`config.mk`:
```
export PLATFORM = sky130hd
export DESIGN_NAME = comet_ii_mem_arbiter
export DESIGN_NICKNAME = d
export VERILOG_FILES = /design/src/rtl/comet_ii_mem_arbiter.sv
export SDC_FILE = /design/constraint.sdc
export NUM_CORES = 1
export LEC_CHECK = 0
export ABC_AREA = 1
export BUFFER_PORTS_ARGS = -buffer_cell sky130_fd_sc_hd__buf_2
export CAP_MARGIN = 40
export CORE_UTILIZATION = 45
export CTS_CLUSTER_SIZE = 14
export DETAILED_ROUTE_END_ITERATION = 8
export PLACE_DENSITY = 0.78
export SLEW_MARGIN = 10
export SYNTH_ARGS = -nofsm -noshare
export SYNTH_HDL_FRONTEND = slang
export SYNTH_SLANG_ARGS = --single-unit
```
`constraint.sdc`:
```
create_clock -name mclk -period 3.8 [get_ports mclk]
set_input_delay 0.19 -clock mclk [delete_from_list [all_inputs] [get_ports mclk]]
set_output_delay 0.19 -clock mclk [all_outputs]
set_load 0.01 [all_outputs]
```
`src/rtl/comet_ii_mem_arbiter.sv`:
```
`default_nettype none
// ============================================================================
//  Module      : comet_ii_mem_arbiter
//  Description : Shares the single COMET II memory port between the
//                instruction fetcher (IF) and the execute/operand unit (DX).
//                Grants one requester at a time, sequences the memory
//                handshake with wait states, and returns read data with a
//                one-cycle ack pulse to the owner. DX normally wins a tie,
//                but IF is forced after STARVE_MAX consecutive DX grants
//                taken while IF was waiting.
//  Options     : COMET_MEM_TIMEOUT_EN - abort a transfer after TIMEOUT BUSY
//                cycles without mem_ack (rdata = all ones, bus_err pulses).
//  Revision    : 1.0 - initial release
// ============================================================================
module comet_ii_mem_arbiter #(
    parameter int AW         = 16,
    parameter int DW         = 16,
    parameter int STARVE_MAX = 2,
    parameter int TIMEOUT    = 255
) (
    input  logic          mclk,
    input  logic          rst,
    input  logic          if_req,
    input  logic [AW-1:0] if_addr,
    output logic          if_ack,
    input  logic          dx_req,
    input  logic          dx_we,
    input  logic [AW-1:0] dx_addr,
    input  logic [DW-1:0] dx_wdata,
    output logic          dx_ack,
    output logic [DW-1:0] rdata,
    output logic          bus_err,
    output logic [1:0]    gnt_owner,
    output logic          mem_req,
    output logic          mem_we,
    output logic [AW-1:0] mem_addr,
    output logic [DW-1:0] mem_wdata,
    input  logic [DW-1:0] mem_rdata,
    input  logic          mem_ack
);

    localparam int SW = (STARVE_MAX > 1) ? $clog2(STARVE_MAX + 1) : 1;

    localparam logic [1:0] OWN_NONE = 2'b00;
    localparam logic [1:0] OWN_IF   = 2'b01;
    localparam logic [1:0] OWN_DX   = 2'b10;

    typedef enum logic [1:0] {
        IDLE = 2'b00,
        BUSY = 2'b01,
        DONE = 2'b10
    } state_t;

    state_t        state;
    state_t        state_nxt;
    logic [1:0]    owner;
    logic [SW-1:0] starve;
    logic          grant_if;
    logic          grant_dx;
    logic          timeout_hit;
    logic          starve_full;

    // Reject parameter values the arbitration and timeout logic cannot honour
    generate
        if (STARVE_MAX < 1 || TIMEOUT < 1) begin : g_bad_params
            $error("comet_ii_mem_arbiter: STARVE_MAX and TIMEOUT must be >= 1");
        end
    endgenerate

    assign starve_full = (starve == SW'(STARVE_MAX));

    // State register
    always_ff @(posedge mclk) begin
        if (rst) begin
            state <= IDLE;
        end else begin
            state <= state_nxt;
        end
    end

    // Next-state and grant decision; DX wins ties unless IF has waited too long
    always_comb begin
        state_nxt = state;
        grant_if  = 1'b0;
        grant_dx  = 1'b0;
        case (state)
            IDLE: begin
                if (dx_req && !(if_req && starve_full)) begin
                    grant_dx = 1'b1;
                end else if (if_req) begin
                    grant_if = 1'b1;
                end
                if (grant_if || grant_dx) begin
                    state_nxt = BUSY;
                end
            end
            BUSY: begin
                if (mem_ack || timeout_hit) begin
                    state_nxt = DONE;
                end
            end
            DONE: begin
                state_nxt = IDLE;
            end
            default: begin
                state_nxt = IDLE;
            end
        endcase
    end

    // Grant-time latching of the memory request, read capture and starvation count
    always_ff @(posedge mclk) begin
        if (rst) begin
            owner     <= OWN_NONE;
            mem_we    <= 1'b0;
            mem_addr  <= '0;
            mem_wdata <= '0;
            rdata     <= '0;
            starve    <= '0;
        end else begin
            if (grant_if) begin
                owner    <= OWN_IF;
                mem_we   <= 1'b0;
                mem_addr <= if_addr;
                starve   <= '0;
            end else if (grant_dx) begin
                owner     <= OWN_DX;
                mem_we    <= dx_we;
                mem_addr  <= dx_addr;
                mem_wdata <= dx_wdata;
                // Only DX grants that overtake a waiting IF count toward forcing IF
                if (if_req && !starve_full) begin
                    starve <= starve + 1'b1;
                end
            end
            if (state == BUSY) begin
                // A real completion beats a timeout landing in the same cycle
                if (mem_ack) begin
                    if (!mem_we) begin
                        rdata <= mem_rdata;
                    end
                end else if (timeout_hit) begin
                    rdata <= '1;
                end
            end
            if (state == DONE) begin
                owner <= OWN_NONE;
            end
        end
    end

`ifdef COMET_MEM_TIMEOUT_EN
    localparam int TW = (TIMEOUT > 1) ? $clog2(TIMEOUT + 1) : 1;

    logic [TW-1:0] timer;
    logic          err;

    assign timeout_hit = (state == BUSY) && !mem_ack && (timer == TW'(TIMEOUT - 1));

    // BUSY cycle counter, held at zero outside BUSY so it restarts on every entry
    always_ff @(posedge mclk) begin
        if (rst) begin
            timer <= '0;
        end else if (state != BUSY) begin
            timer <= '0;
        end else begin
            timer <= timer + 1'b1;
        end
    end

    // Remember whether the transfer now completing was aborted
    always_ff @(posedge mclk) begin
        if (rst) begin
            err <= 1'b0;
        end else if (state == BUSY) begin
            err <= timeout_hit;
        end
    end

    assign bus_err = (state == DONE) && err;
`else
    assign timeout_hit = 1'b0;
    assign bus_err     = 1'b0;
`endif

    assign mem_req   = (state == BUSY);
    assign if_ack    = (state == DONE) && (owner == OWN_IF);
    assign dx_ack    = (state == DONE) && (owner == OWN_DX);
    assign gnt_owner = owner;

endmodule
`default_nettype wire

```
==> flow_summary.ini, run 1 <==
[yosys]
synth_edf_count = 0
syn_area_per_cell_sq_um = 7.58
seq_area_frac_synth_pct = 44.4
yosys.area.top_type = dfxtp_1
synth_nets = 398
synth_ff_type = dfxtp_1
ys_async_sr_fraction_pct = 0
yosys-top-cells-count = nor2_1, dfxtp_1, nand2_1
syn-cell-area_sq_um = 2480
yosys-top-cells-area = dfxtp_1, nor2_1, nand2_1
ys.warnings.count = 0
synth_seq_cells = 55
synth_cell_type_count = 30
yosysMostFrequentCell = nor2_1
yosysTopAreaCellShare_pct = 44.4
synth_cells = 327

[floorplanning]
die_y_microns = 76.2
fp.dieW_microns = 76.2
start_util_pct = 47.6
die-area_sq_um = 5810
ios = 125
placementRows = 26
core_area_sq_um = 5200

[worst_setup_path]
r2r-start = starve[0]
reg2reg_slack_ns = 2.24
worst_r2r_endpoint = mem_addr[11]
crit_top_cell = inv_1
worst_path_largest_cell_delay_ns = 0.32
cp_cell_sequence = inv_1, ha_1, inv_1, nand2_2, nand3_4, nand2_1, nand3_2, nand2_1, inv_1
crit_slowest_cell = dfxtp_1
worstPathArrival_ns = 1.77
path_max_fanout = 18
r2r_cells = 9
critPathKind = reg -> reg
worst_setup_path_end_kind = flop
required_ns = 4.00
start_kind = flop

[placement]
dp.cells = 503
finalWeightedCongestion = 0.855
dp_hpwl_microns = 4240
numPortBuffers = 123

[timing]
timing.fmax_ghz = 0.640
skew_ns = 0.00508
finalCritPeriodShare_pct = 41.1
hold_viol_final = 0
worstMarginPinSlew_ns = 0.815
rsz0062_at_grt = false
fin_hold_ws_ns = 0.128
setup-tns-final_ns = 0
slew_headroom_pct = 45.6
slew_violations = 0
finalCriticalPeriod_ns = 1.56
finalSetupViolCount = 0

[pwr]
p_sw_uw = 390
power.density_nw_per_um2 = 423
p_int_uw = 945
p_seq_share_pct = 49.3
p_total_uw = 1340
total_leakage_power_uw = 0.00168
p_comb_share_pct = 22.6
power_frac_clock_pct = 28.1
switching_share_pct = 29.2
ir_drop_mv = 0.180

[worst_hold_path]
hold_depth = 3
hold_start = mem_rdata[8]
worstHoldPathType = in -> reg
whs_endpoint = rdata[8]

[drt]
wirelength_microns = 5850
vias = 2461
avgRoutedWirePerCell_microns = 11.5
post_drt_via_cell_ratio = 4.83
ant_nets = 0
firstDrtPassIters = 4
route.detailed.drc = 0
drtIter0Drc = 59

[clocking]
cts-resized-gates = 0
cts.clk_slew.worst_paths_ns = 0.10
cts_tree = built
clock_path_buffers = 2
cts_hold_buf = 0
clock_latency_ns = 0.30
postCtsSetupBuffers = 0
cts-root-buf = clkbuf_8
h-tree-depth = 2
numCtsBuffers = 5
cts.sinks = 55

[grt]
use_met1_pct = 23.7
track_usage_pct = 19.7
antenna_found_initial = 0
grt_max_degree = 35
overflow = 0
grt_pass1_wl_microns = 9440
busiest_layer = met2
use_met3_pct = 3.59
first_global_vias = 2095
gr-usage-met2_pct = 34.2

[final_layout]
nFillCells = 510
syn_to_final_growth_pct = 27.4
layoutNonFillerInstCount = 510
n_antenna_cell = 0
nNetsFinal = 511
drive_above_1_share_pct = 34.3

[status]
status = finished, final reports clean

[job]
max-cap-violations = 0
==> cell families after synthesis <==
logic type,Yosys count,synth area share (%)
other,1,0.151
buffers and inverters,61,12.4
flip-flops,55,44.4
adder cells (fa/ha/maj),1,0.505
AO/OA/AOI/OAI,56,11.8
AND/OR/NAND/NOR,153,30.7
==> cell type report <==
type,count,area [sq um],share of cell area [%]
clock buffer,5,68.8,2.18
clock inverter,2,37.5,1.19
inverter,44,178,5.63
multi-input combinational,211,1070,33.9
sequential,55,1100,34.9
tap,70,87.6,2.77
timing repair buffer,123,616,19.5
==> metal layers <==
metal,up-vias,wire length (microns)
met2,83,2960
met5,-,0
met1,1097,2420
met3,17,328
met4,0,144
li1,1264,-
==> layout by cell type, fill, tap and decap left out, types with 2 or more instances in the layout <==
master / n
nor2_1: 67
nand2_1: 45
a21oi_1: 21
clkbuf_8: 5
nand3_4: 2
nand4_1: 16
buf_2: 123
o21ai_0: 31
o21ai_1: 3
nand3_2: 10
inv_1: 40
inv_6: 2
nand3_1: 6
dfxtp_1: 55
==> per-stage QoR <==
step | utilization [%] | instance area [sq um] | worst slack, ns
after global routing | 60.7 | 3160 | 2.11
after floorplan | - | 2480 | 2.49
final | 60.7 | 3160 | 2.24
after CTS | 60.7 | 3160 | 2.25
after detailed placement | 58.6 | 3050 | 2.24
after global placement | 58.6 | 3050 | 2.29
==> registers in the layout, summed over array words and instances, names as in the netlist <==
| name | count |
|---|---|
| mem_we | 1 |
| mem_addr | 16 |
| mem_wdata | 16 |
| rdata | 16 |
| starve | 2 |
| state | 2 |
| gnt_owner | 2 |
==> critical path, delay by kind of cell (launching register included) <==
kind / cells / cell delay, ns
DFF: 1 / 0.32
and+or+nand+nor: 5 / 0.82
adders and majority gates: 1 / 0.17
buffers and inverters: 3 / 0.16
==> power by group through the flow <==
stage	sequential, uW	clock, uW	combinational [uW]
3_5_place_dp	672	0	302
2_1_floorplan	697	0	177
3_3_place_gp	671	0	297
6_report	659	375	302
4_1_cts	659	385	304
5_1_grt	666	408	339
==> worst max-delay path by stage <==
stage	from	endpoint	slack (ns)
final	starve[0]	mem_addr[11]	2.24
after global routing	starve[0]	mem_addr[13]	2.11
after CTS	starve[0]	mem_addr[3]	2.25
after detailed placement	rst	starve[0]	2.24
after global placement	rst	starve[1]	2.29
after floorplan	starve[0]	mem_addr[10]	2.49
No activity file was read; power rests on OpenSTA's default activity.
==> inputs of run 2 (changes only) <==
--- a/config.mk
+++ b/config.mk
@@ -5,13 +5,13 @@
 export SDC_FILE = /design/constraint.sdc
 export NUM_CORES = 1
 export LEC_CHECK = 0
-export ABC_AREA = 1
+export ABC_AREA = 0
 export BUFFER_PORTS_ARGS = -buffer_cell sky130_fd_sc_hd__buf_2
 export CAP_MARGIN = 40
-export CORE_UTILIZATION = 45
+export CORE_UTILIZATION = 40
 export CTS_CLUSTER_SIZE = 14
 export DETAILED_ROUTE_END_ITERATION = 8
-export PLACE_DENSITY = 0.78
+export PLACE_DENSITY = 0.75
 export SLEW_MARGIN = 10
 export SYNTH_ARGS = -nofsm -noshare
 export SYNTH_HDL_FRONTEND = slang
==> constraint.sdc (replaced) <==
create_clock -name mclk -period 1.4 [get_ports mclk]
set_input_delay 0.07 -clock mclk [delete_from_list [all_inputs] [get_ports mclk]]
set_output_delay 0.07 -clock mclk [all_outputs]
set_load 0.01 [all_outputs]
==> flow_summary.ini, run 2 <==
[status]
status = finished, violations left
violations = negative setup slack

[grt]
grt_pass1_wl_microns = 11000
antenna_found_initial = 0
grt_max_degree = 26
overflow = 0
track_usage_pct = 22.6
first_global_vias = 2431

[worst_setup_path]
r2r-start = state[0]
path_buf_inv = 2
worst_path_largest_cell_delay_ns = 0.38
critPathKind = reg -> out
path_max_fanout = 4
crit_slowest_cell = dfxtp_4
worst_setup_path_end_kind = primary output
cp_cell_sequence = buf_6, and2b_2, and3b_1, buf_2
reg2reg_slack_ns = 0.04
crit_family = simple AND/OR/NAND/NOR gates
worstPathArrival_ns = 1.34
crit_path_end = if_ack
start_kind = flop
critPathLaunch = state[0]
required_ns = 1.33
r2r_cells = 5
worst_r2r_endpoint = mem_addr[2]
cp.depth = 4

[final_layout]
drive_above_1_share_pct = 41.9
nNetsFinal = 507
utilization_pct = 65.7
final_common_cell = buf_2
regArea_sq_um = 1110
reg_top3 = mem_addr: 16 flops, mem_wdata: 16 flops, rdata: 16 flops
syn_to_final_growth_pct = 57.4
n_antenna_cell = 0
layout.cells.most_common_list = buf_2, dfxtp_1, a21oi_1
nFillCells = 432
multi_input_area_sq_um = 1190

[floorplanning]
ios = 125
die_y_microns = 78.3
core_area_sq_um = 5570
fp.dieW_microns = 78.3
die-area_sq_um = 6130
start_util_pct = 41.8
placementRows = 27

[drt]
ant_nets = 0
route.detailed.drc = 0
post_drt_via_cell_ratio = 5.26
wirelength_microns = 7320
drtIter0Drc = 130
vias = 2678
firstDrtPassIters = 4
avgRoutedWirePerCell_microns = 14.4

[job]
max-cap-violations = 0

[yosys]
syn-cell-area_sq_um = 2330
synth_nets = 352
yosysTopAreaCellShare_pct = 47.3
synth_seq_cells = 55
synth_cells = 281
ys.warnings.count = 0
yosys-top-cells-area = dfxtp_1, a21oi_1, nand3_1
syn_area_per_cell_sq_um = 8.29
synth_edf_count = 0
yosys.area.top_type = dfxtp_1
yosys-top-cells-count = dfxtp_1, a21oi_1, nand2_1, nand3_1, o21ai_0
yosysMostFrequentCell = dfxtp_1
synth_cell_type_count = 39
ys_async_sr_fraction_pct = 0
synth_ff_type = dfxtp_1
seq_area_frac_synth_pct = 47.3

[clocking]
cts.sinks = 55
cts-root-buf = clkbuf_8
clock_latency_ns = 0.31
numCtsBuffers = 5
h-tree-depth = 2
cts_tree = built
clock_path_buffers = 2
cts.clk_slew.worst_paths_ns = 0.10

[pwr]
power.density_nw_per_um2 = 990
ir_drop_mv = 0.492
total_leakage_power_uw = 0.00162
p_total_uw = 3630

[placement]
dp_hpwl_microns = 4530
finalWeightedCongestion = 0.751
numPortBuffers = 123

[timing]
setup_ws_ns = -0.00586
skew_ns = 0.0105
slew_violations = 0
finalCriticalPeriod_ns = 1.41
hold_viol_final = 0
rsz0062_at_grt = true
timing.fmax_ghz = 0.711
finalCritPeriodShare_pct = 100
finalSetupViolCount = 2

[worst_hold_path]
worstHoldPathType = in -> reg
-- run 2: cell types whose count changed in the layout (fill, tap and decap cells not counted), sizes merged, moves of 13 or more --
| cell | change |
|---|---|
| nor2 | -65 |
| inv | -40 |
| a21oi | +29 |
| buf | +26 |
| dlygate4sd3 | +26 |
| a311oi | +16 |
| nand4 | -16 |
| nand3 | +15 |
| nand2 | -13 |
-- run 2: area by class of cell --
cell class	instances	area share, %
tap	72	2.46
inverter	3	0.307
timing repair buffer	176	31.9
clock inverter	3	0.615
clock buffer	5	1.88
sequential	55	30.3
multi-input combinational	195	32.6
-- run 2: how the worst min path moves through the flow --
stage,from,endpoint,cells after the start
global route,mem_rdata[10],rdata[10],3
CTS,dx_wdata[1],mem_wdata[1],3
floorplan,mem_rdata[0],rdata[0],2
global placement,mem_rdata[0],rdata[0],3
detailed placement,mem_rdata[13],rdata[13],3
finish,mem_rdata[10],rdata[10],3
-- run 2: cells by family after synthesis --
logic type | share of synthesized area, %
compound gates | 26.2
simple gates | 18.5
flops | 47.3
buf+inv | 6.93
xor+xnor | 0.376
fa+ha+maj | 0.537
other cells | 0.161
-- run 2: repair_timing --
item,4_1_cts,5_1_grt
gates cloned,0,2
pin swaps,1,4
buffers inserted,3,2
resized for setup,15,34
endpoints found under the hold margin,24,2
hold buffers,24,2
setup endpoints to repair,39,40
-- run 2: metal layers --
layer	up-vias	share of wire [%]	GRT usage, %	wire, microns
met5	-	0	0	0
met4	0	1.3	6.11	93
met3	10	7.8	6.16	567
met2	119	49	40.1	3590
met1	1228	42	26.6	3070
li1	1321	-	-	-
-- run 2: metrics by stage --
step	setup TNS, ns	area, sq um	cells	setup WS [ns]	hold WS, ns
floorplan	-0.844	2350	281	-0.0704	0.206
global placement	-1.36	3110	468	-0.0900	0.313
detailed placement	-2.13	3110	468	-0.142	0.322
CTS	-0.0273	3510	503	-0.00810	0.000171
global route	-0.383	3660	509	-0.0556	0.00223
finish	-0.00719	3660	509	-0.00586	0.00484
-- run 2: power by group --
group | leakage (uW) | internal, uW | switching (uW)
Combinational | 0.00112 | 485 | 490
Sequential | 0.000453 | 1690 | 71.2
Clock | 0.0000485 | 360 | 534
-- run 2: tightest hold or removal path: cells and delay by family --
kind / cells / cell delay, ns
simple gates: 1 / 0.05
buf+inv: 1 / 0.10
compound gates: 1 / 0.05
==> inputs of run 3 (changes only) <==
==> constraint.sdc (replaced) <==
create_clock -name mclk -period 1.4 [get_ports mclk]
set_input_delay 0.07 -clock mclk [delete_from_list [all_inputs] [get_ports mclk]]
set_output_delay 0.07 -clock mclk [all_outputs]
set_load 0.005 [all_outputs]
==> flow_summary.ini, run 3 (same netlist as run 2, synthesis figures left out) <==
[floorplanning]
die-area_sq_um = 6130
die_y_microns = 78.3
core_area_sq_um = 5570
start_util_pct = 41.8
fp.dieW_microns = 78.3
ios = 125
placementRows = 27

[worst_setup_path]
crit_path_end = mem_wdata[10]
worst_r2r_endpoint = mem_wdata[10]
critPathLaunch = state[1]
critPathKind = reg -> reg
start_kind = flop
r2r-start = state[1]
required_ns = 1.58
path_max_fanout = 9
worstPathArrival_ns = 1.63
r2r_cells = 5
reg2reg_slack_ns = -0.05
worst_setup_path_end_kind = flop

[timing]
worstMarginPinSlew_ns = 0.539
rsz0062_at_grt = true
finalCritPeriodShare_pct = 104
finalCriticalPeriod_ns = 1.45
finalSetupViolCount = 8
setup_ws_ns = -0.0533
skew_ns = 0.0157
timing.fmax_ghz = 0.688
setup-tns-final_ns = -0.179
slew_violations = 0
slew_headroom_pct = 64.0
hold_viol_final = 0

[final_layout]
nFillCells = 412
reg_top3 = mem_addr: 16 flops, mem_wdata: 16 flops, rdata: 16 flops
n_antenna_cell = 0
final_common_cell = buf_2
layout.cells.most_common_list = buf_2, dfxtp_1, a21oi_1
regArea_sq_um = 1110
syn_to_final_growth_pct = 63.2
drive_above_1_share_pct = 46.0
multi_input_area_sq_um = 1300
layoutNonFillerInstCount = 511
nNetsFinal = 509

[grt]
track_usage_pct = 22.7
grt_pass1_wl_microns = 11100
first_global_vias = 2424
grt_max_degree = 26
antenna_found_initial = 0
overflow = 0

[drt]
vias = 2730
ant_nets = 0
firstDrtPassIters = 4
drtIter0Drc = 150
avgRoutedWirePerCell_microns = 15.4
wirelength_microns = 7860
post_drt_via_cell_ratio = 5.34
route.detailed.drc = 0

[clocking]
cts.clk_slew.worst_paths_ns = 0.11
clock_latency_ns = 0.32
numCtsBuffers = 5
clock_path_buffers = 2
cts_tree = built
cts.sinks = 55
h-tree-depth = 2
cts-root-buf = clkbuf_8

[placement]
dp_hpwl_microns = 4530
dp.cells = 468
finalWeightedCongestion = 0.751
numPortBuffers = 123

[status]
status = finished, violations left
violations = negative setup slack

[worst_hold_path]
worstHoldPathType = in -> reg

[pwr]
ir_drop_mv = 0.490
total_leakage_power_uw = 0.00165
power.density_nw_per_um2 = 962

[job]
max-cap-violations = 0
run 3: metal layers:
| metal | routed length [microns] | vias up | track usage [%] |
|---|---|---|---|
| li1 | - | 1327 | - |
| met1 | 3220 | 1256 | 26.9 |
| met2 | 3900 | 134 | 40.2 |
| met3 | 619 | 13 | 6.16 |
| met4 | 121 | 0 | 6.11 |
| met5 | 0 | - | 0 |
run 3: stage by stage:
step | setup WS (ns) | hold WS (ns) | cell area, sq um | utilization (%) | power (uW)
global route | -0.0934 | 0.00385 | 3800 | 68.2 | 3840
detailed placement | -0.142 | 0.322 | 3110 | 55.8 | 2540
floorplan | -0.0704 | 0.206 | 2350 | - | 2180
finish | -0.0533 | 0.00547 | 3800 | 68.2 | 3660
global placement | -0.0900 | 0.313 | 3110 | 55.8 | 2520
CTS | -0.00810 | 0.000171 | 3540 | 63.5 | 3520
run 3: area by class of cell:
class | instances | area share (%)
clock buffers | 5 | 1.81
flip-flops and latches | 55 | 29.2
inverters | 3 | 0.296
clock inverters | 3 | 0.593
multi-input cells | 195 | 34.2
repair buffers | 178 | 31.5
well taps | 72 | 2.37
run 3: power breakdown:
group	leakage, uW	switching, uW	internal, uW
clock	0.0000485	549	360
combinational	0.00115	488	499
sequential	0.000453	74.4	1690
run 3: critical path, stage by stage (launching register included):
cell and delay (ns):
dfxtp_4 0.38, buf_12 0.12, buf_4 0.14, a211o_4 0.36, o21ai_1 0.23, a21oi_2 0.09
run 3: worst min-delay path by stage:
stage,end,depth (start not counted),slack (ns),from
2_1_floorplan,rdata[0],2,0.21,mem_rdata[0]
3_3_place_gp,rdata[0],3,0.31,mem_rdata[0]
3_5_place_dp,rdata[13],3,0.32,mem_rdata[13]
4_1_cts,mem_wdata[1],3,0.0002,dx_wdata[1]
5_1_grt,rdata[10],3,0.004,mem_rdata[10]
6_report,mem_we,3,0.005,dx_we
run 3: what timing repair did:
item,CTS,global route
hold buffers,24,3
pin swaps,1,21
hold endpoints to repair,24,3
resized for setup,15,65
setup buffers,5,1
cloned,0,2
setup endpoints to repair,39,40
